`src/rtl/led_pulse_stretcher.sv`:
```
// led_pulse_stretcher
//   Stretches single-cycle event strobes into human-visible LED windows and
//   dims the LED drive with a shared PWM stage.
//
//   Each channel holds "active" high for hold_count_max cycles after its most
//   recent pulse; a new pulse during the window restarts it with no gap. The
//   PWM brightness is captured only at the end of a PWM period so the duty
//   cycle never changes partway through a period.
//
// Ports
//   clk         system clock, rising edge
//   rst_n       asynchronous active-low reset
//   pulse_in    [width]    per-channel event strobes, synchronous to clk
//   brightness  [pwm_bits] requested duty, on for brightness/2^pwm_bits cycles
//   active      [width]    stretched window per channel, registered, undimmed
//   led_out     [width]    active gated by the PWM, drives the LEDs
module led_pulse_stretcher #(
  parameter int width          = 4,
  parameter int hold_count_max = 12500000,
  parameter int pwm_bits       = 4
) (
  input  logic                clk,
  input  logic                rst_n,
  input  logic [width-1:0]    pulse_in,
  input  logic [pwm_bits-1:0] brightness,
  output logic [width-1:0]    active,
  output logic [width-1:0]    led_out
);

  localparam int cnt_bits = $clog2(hold_count_max + 1);
  // The counter counts down to zero, so a window of hold_count_max cycles
  // starts from hold_count_max-1 (the load cycle itself is the first one).
  localparam logic [cnt_bits-1:0] reload = cnt_bits'(hold_count_max - 1);

  typedef enum logic {
    IDLE,
    HOLD
  } state_t;

  state_t              state [width];
  logic [cnt_bits-1:0] cnt   [width];

  // Per-channel window FSM. active is registered alongside the state so it
  // is high exactly while the channel is in HOLD.
  always_ff @(posedge clk or negedge rst_n) begin
    if (!rst_n) begin
      // NOTE: the counters are a handful of flops, not a RAM, so every entry
      // is cleared on reset; a reset mid-window must not resume the old one.
      for (int i = 0; i < width; i++) begin
        state[i]  <= IDLE;
        cnt[i]    <= '0;
        active[i] <= 1'b0;
      end
    end else begin
      // NOTE: non-blocking assignments keep every channel's next state a
      // function of the pre-edge values only, independent of statement order.
      for (int i = 0; i < width; i++) begin
        case (state[i])
          IDLE: begin
            if (pulse_in[i]) begin
              state[i]  <= HOLD;
              cnt[i]    <= reload;
              active[i] <= 1'b1;
            end
          end
          HOLD: begin
            if (pulse_in[i]) begin
              cnt[i] <= reload;          // retrigger: extend, no gap
            end else if (cnt[i] != '0) begin
              cnt[i] <= cnt[i] - cnt_bits'(1);
            end else begin
              state[i]  <= IDLE;
              active[i] <= 1'b0;
            end
          end
          default: begin
            state[i]  <= IDLE;
            active[i] <= 1'b0;
          end
        endcase
      end
    end
  end

  // Shared PWM. bright_q is loaded on the last count of a period so the new
  // duty applies from the next pwm_cnt = 0 onward.
  logic [pwm_bits-1:0] pwm_cnt;
  logic [pwm_bits-1:0] bright_q;
  logic                pwm_on;

  always_ff @(posedge clk or negedge rst_n) begin
    if (!rst_n) begin
      pwm_cnt  <= '0;
      bright_q <= '0;
    end else begin
      pwm_cnt <= pwm_cnt + pwm_bits'(1);
      if (pwm_cnt == '1) begin
        bright_q <= brightness;
      end
    end
  end

  // Only registers feed the output gate, so there is no combinational path
  // from any input to led_out.
  assign pwm_on  = (pwm_cnt < bright_q);
  assign led_out = active & {width{pwm_on}};

endmodule

```
`config.mk`:
```
export PLATFORM = sky130hd
export DESIGN_NAME = led_pulse_stretcher
export DESIGN_NICKNAME = d
export VERILOG_FILES = /design/src/rtl/led_pulse_stretcher.sv
export SDC_FILE = /design/constraint.sdc
export NUM_CORES = 1
export LEC_CHECK = 0
export CAP_MARGIN = 20
export CORE_AREA = 8 8 179 130
export CTS_CLUSTER_DIAMETER = 60
export CTS_CLUSTER_SIZE = 24
export DETAILED_ROUTE_END_ITERATION = 6
export DIE_AREA = 0 0 187 138
export SLEW_MARGIN = 10
export SYNTH_ARGS = -nofsm -noshare
export SYNTH_HDL_FRONTEND = slang
export SYNTH_SLANG_ARGS = --single-unit
```
`constraint.sdc`:
```
create_clock -name clk -period 2.85 [get_ports clk]
set_input_delay 0.285 -clock clk [delete_from_list [all_inputs] [get_ports clk]]
set_output_delay 0.285 -clock clk [all_outputs]
set_load 0.01 [all_outputs]
```
==> results of run 1 <==
## worst paths after layout
path / slack [ns] / start / endpoint / cells past startpoint
max: 0.18 / pwm_cnt[1] / led_out[0] / 7
min: 0.38 / rst_n / cnt[76] / 2
max reg2reg: 0.33 / cnt[61] / cnt[70] / 5
min reg2reg: 0.48 / pwm_cnt[0] / pwm_cnt[0] / 1
max in group asynchronous: 1.70 / rst_n / cnt[0] / 3
min in group clk: 0.48 / pwm_cnt[0] / pwm_cnt[0] / 1
## area by class of cell
cell class / count / share of cell area [%]
Multi-Input combinational cell: 446 / 42.53
Sequential cell: 112 / 41.67
Timing Repair Buffer: 40 / 5.284
Tap cell: 276 / 5.135
Clock buffer: 11 / 3.609
Inverter: 21 / 1.172
Clock inverter: 5 / 0.5953
## worst register-to-register path, cell delays in order, from the launching register on
cell	delay, ns
dfrtp_1	0.44
or4_1	0.59
or2_1	0.47
o211ai_1	0.60
or4b_2	0.24
a21oi_1	0.06
## state kept, by name, summed over array words and instances, names as in the netlist
register / flops
cnt: 96
active: 4
bright_q: 4
state: 4
pwm_cnt: 4
## metal layers
metal  GRT usage, %  vias to the layer above  part of all wire, %
li1               -                     2227                    -
met1          14.26                     2057                   56
met2          13.26                       48                   41
met3          2.060                       11                  2.8
met4          2.001                        0                 0.82
met5              0                        -                    0
## synth_stat cells, drive strengths merged (14+ instances only)
cell type,n,area (µm²)
nor2,51,191.4
dfrtp,112,2803
nand2,43,161.4
or3,23,143.9
nand3,28,145.1
nor2b,14,87.58
clkbuf,20,75.07
o31ai,14,137.6
xor2,36,315.3
nor4,14,93.84
a21oi,23,115.1
inv,19,71.32
nor3,34,175.2
o21ai,29,145.1
or4,17,127.6
## layout by cell type (no fill, tap or decap), drive strengths merged, types with 2 or more instances in the layout
master and count:
a211oi 3, nor4 14, xnor2 12, and3 4
nor3b 2, nor2 51, or4 17, o41ai 4
o2111ai 3, buf 23, a21oi 23, nor3 34
o211ai 6, nand2 43, nand3 28, mux2i 11
or3 23, nand4 7, and2 8, inv 20
xor2 36, or4b 2, a21o 3, dfrtp 112
mux2 5, clkdlybuf4s50 16, o31ai 14, or2 6
clkbuf 11, nand4b 3, nor2b 14, nand3b 6
clkinv 6, a2111oi 2, ha 12, o21ai 29
a31oi 7, or3b 5
## cell families after synthesis
logic type	after synthesis	share of synthesized area, %
buf+inv	46	3.334
compound gates	97	10.84
mux	16	2.842
flops	112	47.87
simple gates	273	25.37
fa+ha+maj	12	2.565
xor+xnor	48	7.181
## repair_timing
item	in CTS	in global routing
resized for setup	0	1
hold buffers	1	0
endpoints found under the hold margin	21	0
setup endpoints to repair	0	4
## power groups by stage
stage               sequential [mW]  combinational [mW]  clock (mW)
floorplan                      1.65              0.0737           0
detailed placement             1.65               0.156           0
global placement               1.65               0.155           0
finish                         1.62               0.152        1.22
global route                   1.62               0.176        1.32
CTS                            1.62               0.158        1.27
==> flow_summary.yaml, run 1 <==
power_and_ir_drop:
  p_per_area_nw_per_um2: 445.0
  p_sw_uw: 709.6
  vdd_ir_drop_max_mv: 0.2537
  switching_share_pct: 23.71
  power_frac_comb_pct: 5.1
  p_clk_share_pct: 40.8
  internal-power_mw: 2.283
  seqPwrFrac_pct: 54.1
  finalPower_mw: 2.993
  p_leak_nw: 2.372
placement:
  pre_cts_ws_ns: 0.3317
  place_inst: 894
  port_buffers: 17
  placed_area_um2: 6429
  routabilityCongestion: 0.7640
  hpwl_um: 8344
sta:
  tns_ns: 0
  finalCriticalPeriod_ns: 2.669
  fmax_ghz: 0.3746
  rsz0062_at_grt: "no"
  fin_skew_ns: 0.009941
  slew_violations: 0
  hold_viol_final: 0
  setup_violations: 0
  max_slew.worst_pin.slew_ns: 0.6586
  hold_ws_ns: 0.3795
  finalCritPeriodShare_pct: 93.66
  setup_ws_ns: 0.1806
  max_slew_margin_pct: 55.69
routing:
  drc: 0
  drtIter0Drc: 373
  wire_per_inst_um: 13.05
  via_per_inst: 4.767
  ant_nets: 0
  num_vias: 4343
  firstDrtPassIters: 4
  wirelength_um: 11890
global_route:
  grt_overflow_total: 0
  grt_pass1_wl_um: 20830
  track_usage_pct: 9.398
  antenna_found_initial: 0
  grt_max_degree: 57
  first_global_vias: 4092
layout:
  fillCellCount: 2097
  syn_to_final_growth_pct: 14.87
  antenna_cells: 0
  ff_latch_area_um2: 2803
  drive_gt1_share_pct: 9.449
  fin_area_um2: 6725
  multiInputGateArea_um2: 2860
  finalCoreUtilization_pct: 32.93
  nets: 652
  final_cells: 911
clocking:
  post_cts_buffers: 0
  cts_root_buf: "clkbuf_16"
  cts.clk_slew.worst_paths_ns: 0.07
  cts_tree: "built"
  cts_buffers: 9
  insertion_delay_ns: 0.35
  cts_sinks: 112
  cts_max_path_buffers: 2
  htreeDepth: 3
setup_path:
  cp.arrival_ns: 2.38
  critical-path-slowest-cell: "clkdlybuf4s50_1"
  critPathBufInv: 2
  required_ns: 2.57
  cp_top_family: "buffers and inverters"
  crit_fanout: 3
  path_cells: "ha_1 -> a21o_1 -> a21o_1 -> a21oi_2 -> buf_4 -> and2_1 -> clkdlybuf4s50_1"
  critPathLaunchType: "flop"
  end_kind: "primary output"
  cp_common_cell: "a21o_1"
  cpPeakStageDelay_ns: 0.53
  path_class: "reg -> out"
die:
  die_w_um: 187
  io_pins: 18
  die_h_um: 138
  design.die.area_um2: 25810
  start_util_pct: 28.66
  core_um2: 20420
  row_count: 44
job:
  drv_cap: 0
yosys:
  syn-cell-area_um2: 5854
  mappedNetlistNets: 626
  avgSynthCellArea_um2: 9.693
  ys_warn_count: 0
  synthCells: 604
  synth_ff_type: "dfrtp_1"
  ys_seq_elements: 112
  synthArstFlopShare_pct: 100.0
  synth_edf_count: 0
  ys_types: 56
  ys_seq_area_share_pct: 47.87
min_path:
  hold_path.class: "in -> async"
outcome:
  status: "complete, no violations"
(Power assumes the default switching activity.)
==> inputs of run 2 (changes only) <==
--- a/config.mk
+++ b/config.mk
@@ -11,6 +11,7 @@
 export CTS_CLUSTER_SIZE = 24
 export DETAILED_ROUTE_END_ITERATION = 6
 export DIE_AREA = 0 0 187 138
+export REMOVE_ABC_BUFFERS = 1
 export SLEW_MARGIN = 10
 export SYNTH_ARGS = -nofsm -noshare
 export SYNTH_HDL_FRONTEND = slang
==> run 2 against run 1 <==
Effect of this change:
- the run now ends with hold timing left
- non-clock buffer count shrank 6
- core utilization shrank 0.18 points
- sequential cell count is the same
- fmax grew 1.2%
==> flow_summary.yaml, run 2 (synthesized netlist as in run 1, its figures left out) <==
sta:
  max_slew_margin_pct: 50.57
  hold_viol_final: 50
  finalCriticalPeriod_ns: 2.637
  max_slew.worst_pin.slew_ns: 0.7359
  rsz0062_at_grt: "no"
  tns_ns: 0
  fin_skew_ns: 0.009617
  hold_ws_ns: -0.01875
  fmax_ghz: 0.3792
  finalCritPeriodShare_pct: 92.52
  setup_violations: 0
  slew_violations: 0
layout:
  antenna_cells: 0
  syn_to_final_growth_pct: 14.23
  largest-register: "cnt"
  layout_commonest_cell: "dfrtp_1"
  largest_reg_flops: 96
  drive_gt1_share_pct: 8.903
  nets: 646
  layout_common_cells: "dfrtp_1 (112), nor2_1 (51), nand2_1 (43), xor2_1 (36), nor3_1 (33)"
power_and_ir_drop:
  seqPwrFrac_pct: 53.5
  finalPower_mw: 3.025
  power_frac_comb_pct: 4.8
  vdd_ir_drop_max_mv: 0.3345
  p_sw_uw: 754.1
  p_per_area_nw_per_um2: 452.3
  internal-power_mw: 2.271
  p_leak_nw: 2.348
  switching_share_pct: 24.93
  p_clk_share_pct: 41.7
global_route:
  antenna_found_initial: 0
  grt_max_degree: 53
  grt_pass1_wl_um: 21070
  grt_overflow_total: 0
  track_usage_pct: 9.564
  first_global_vias: 4196
die:
  row_count: 44
  die_w_um: 187
  start_util_pct: 28.66
  io_pins: 18
  design.die.area_um2: 25810
  die_h_um: 138
  core_um2: 20420
clocking:
  insertion_delay_ns: 0.36
  cts_root_buf: "clkbuf_16"
  cts.clk_slew.worst_paths_ns: 0.09
  cts_buffers: 9
  htreeDepth: 3
  cts_sinks: 112
  cts_max_path_buffers: 2
  cts_tree: "built"
  cts_hold_buf: 0
setup_path:
  end_kind: "primary output"
  startpoint: "pwm_cnt[1]"
  critPathLaunchType: "flop"
  cp.arrival_ns: 2.35
  r2r_start: "cnt[61]"
  cpPeakStageDelay_ns: 0.53
  cp_common_cell: "a21o_1"
  critPathBufInv: 1
  cp_top_family: "compound AO/OA/AOI/OAI gates"
  r2r_setup_slack_ns: 0.32
  required_ns: 2.57
  critical-path-slowest-cell: "clkdlybuf4s50_1"
  crit_fanout: 4
  path_class: "reg -> out"
  path_cells: "ha_1 -> a21o_1 -> a21o_1 -> a21oi_2 -> and2_1 -> clkdlybuf4s50_1"
routing:
  ant_nets: 0
  wirelength_um: 11850
  wire_per_inst_um: 13.09
  drc: 0
  via_per_inst: 4.794
  drtIter0Drc: 251
  firstDrtPassIters: 4
  num_vias: 4339
job:
  drv_cap: 0
outcome:
  status: "complete, but fails checks"
  violations: "hold timing"
placement:
  hpwl_um: 8223
  port_buffers: 17
  routabilityCongestion: 0.7585
min_path:
  hold_path.class: "in -> async"
-- run 2: cell types whose count changed in the layout (fill, tap and decap cells not counted) --
cell           previous run  this run
dlygate4sd3_1             1         0
clkbuf_1                  1         0
clkinv_8                  0         1
inv_6                     1         3
clkbuf_8                  1         0
clkinv_4                  3         1
buf_4                    22        17
inv_8                     0         1
-- run 2: area by class of cell --
type                       count  area [µm²]
inverter                      21       78.83
sequential                   112        2803
tap                          276       345.3
fill                        2106       13740
clock buffer                   9       225.2
clock inverter                 7       67.56
multi-input combinational    446        2860
timing repair buffer          34       307.8
-- run 2: power groups by stage --
| stage | Clock [mW] | Combinational, mW | Sequential, mW |
|---|---|---|---|
| floorplan | 0 | 0.0622 | 1.65 |
| global placement | 0 | 0.149 | 1.65 |
| detailed placement | 0 | 0.152 | 1.65 |
| CTS | 1.31 | 0.152 | 1.62 |
| global route | 1.36 | 0.171 | 1.62 |
| finish | 1.26 | 0.146 | 1.62 |
-- run 2: per-layer routing --
layer / up-vias / share of wire [%] / global-route usage (%)
met3: 10 / 2.4 / 2.362
met4: 0 / 0.93 / 2.126
met2: 38 / 42 / 14.02
li1: 2201 / - / -
met1: 2090 / 55 / 13.90
met5: - / 0 / 0
-- run 2: through the flow --
step	cells	hold WS [ns]	utilization, %	area (µm²)	setup slack, ns
6_report	905	-0.01875	32.74	6688	0.2131
2_1_floorplan	579	-0.01059	-	5738	0.3002
3_3_place_gp	889	0.3811	31.29	6391	0.3618
5_1_grt	905	0.02687	32.74	6688	0.08310
4_1_cts	905	0.001013	32.74	6688	0.1226
3_5_place_dp	889	0.3910	31.29	6391	0.3248
-- run 2: path summary, 6_finish.rpt --
| path | to | cells past startpoint |
|---|---|---|
| worst max-delay path | led_out[3] | 6 |
| worst min-delay path | cnt[78] | 1 |
| worst max register to register | cnt[66] | 5 |
| worst min register to register | pwm_cnt[0] | 1 |
| max in group asynchronous | cnt[29] | 2 |
| min in group clk | pwm_cnt[0] | 1 |
-- run 2: timing repair --
action | 4_1_cts | 5_1_grt
endpoints found under the hold margin | 0 | 0
setup buffers | 0 | 0
endpoints found under the setup margin | 4 | 0
resized for setup | 1 | 0
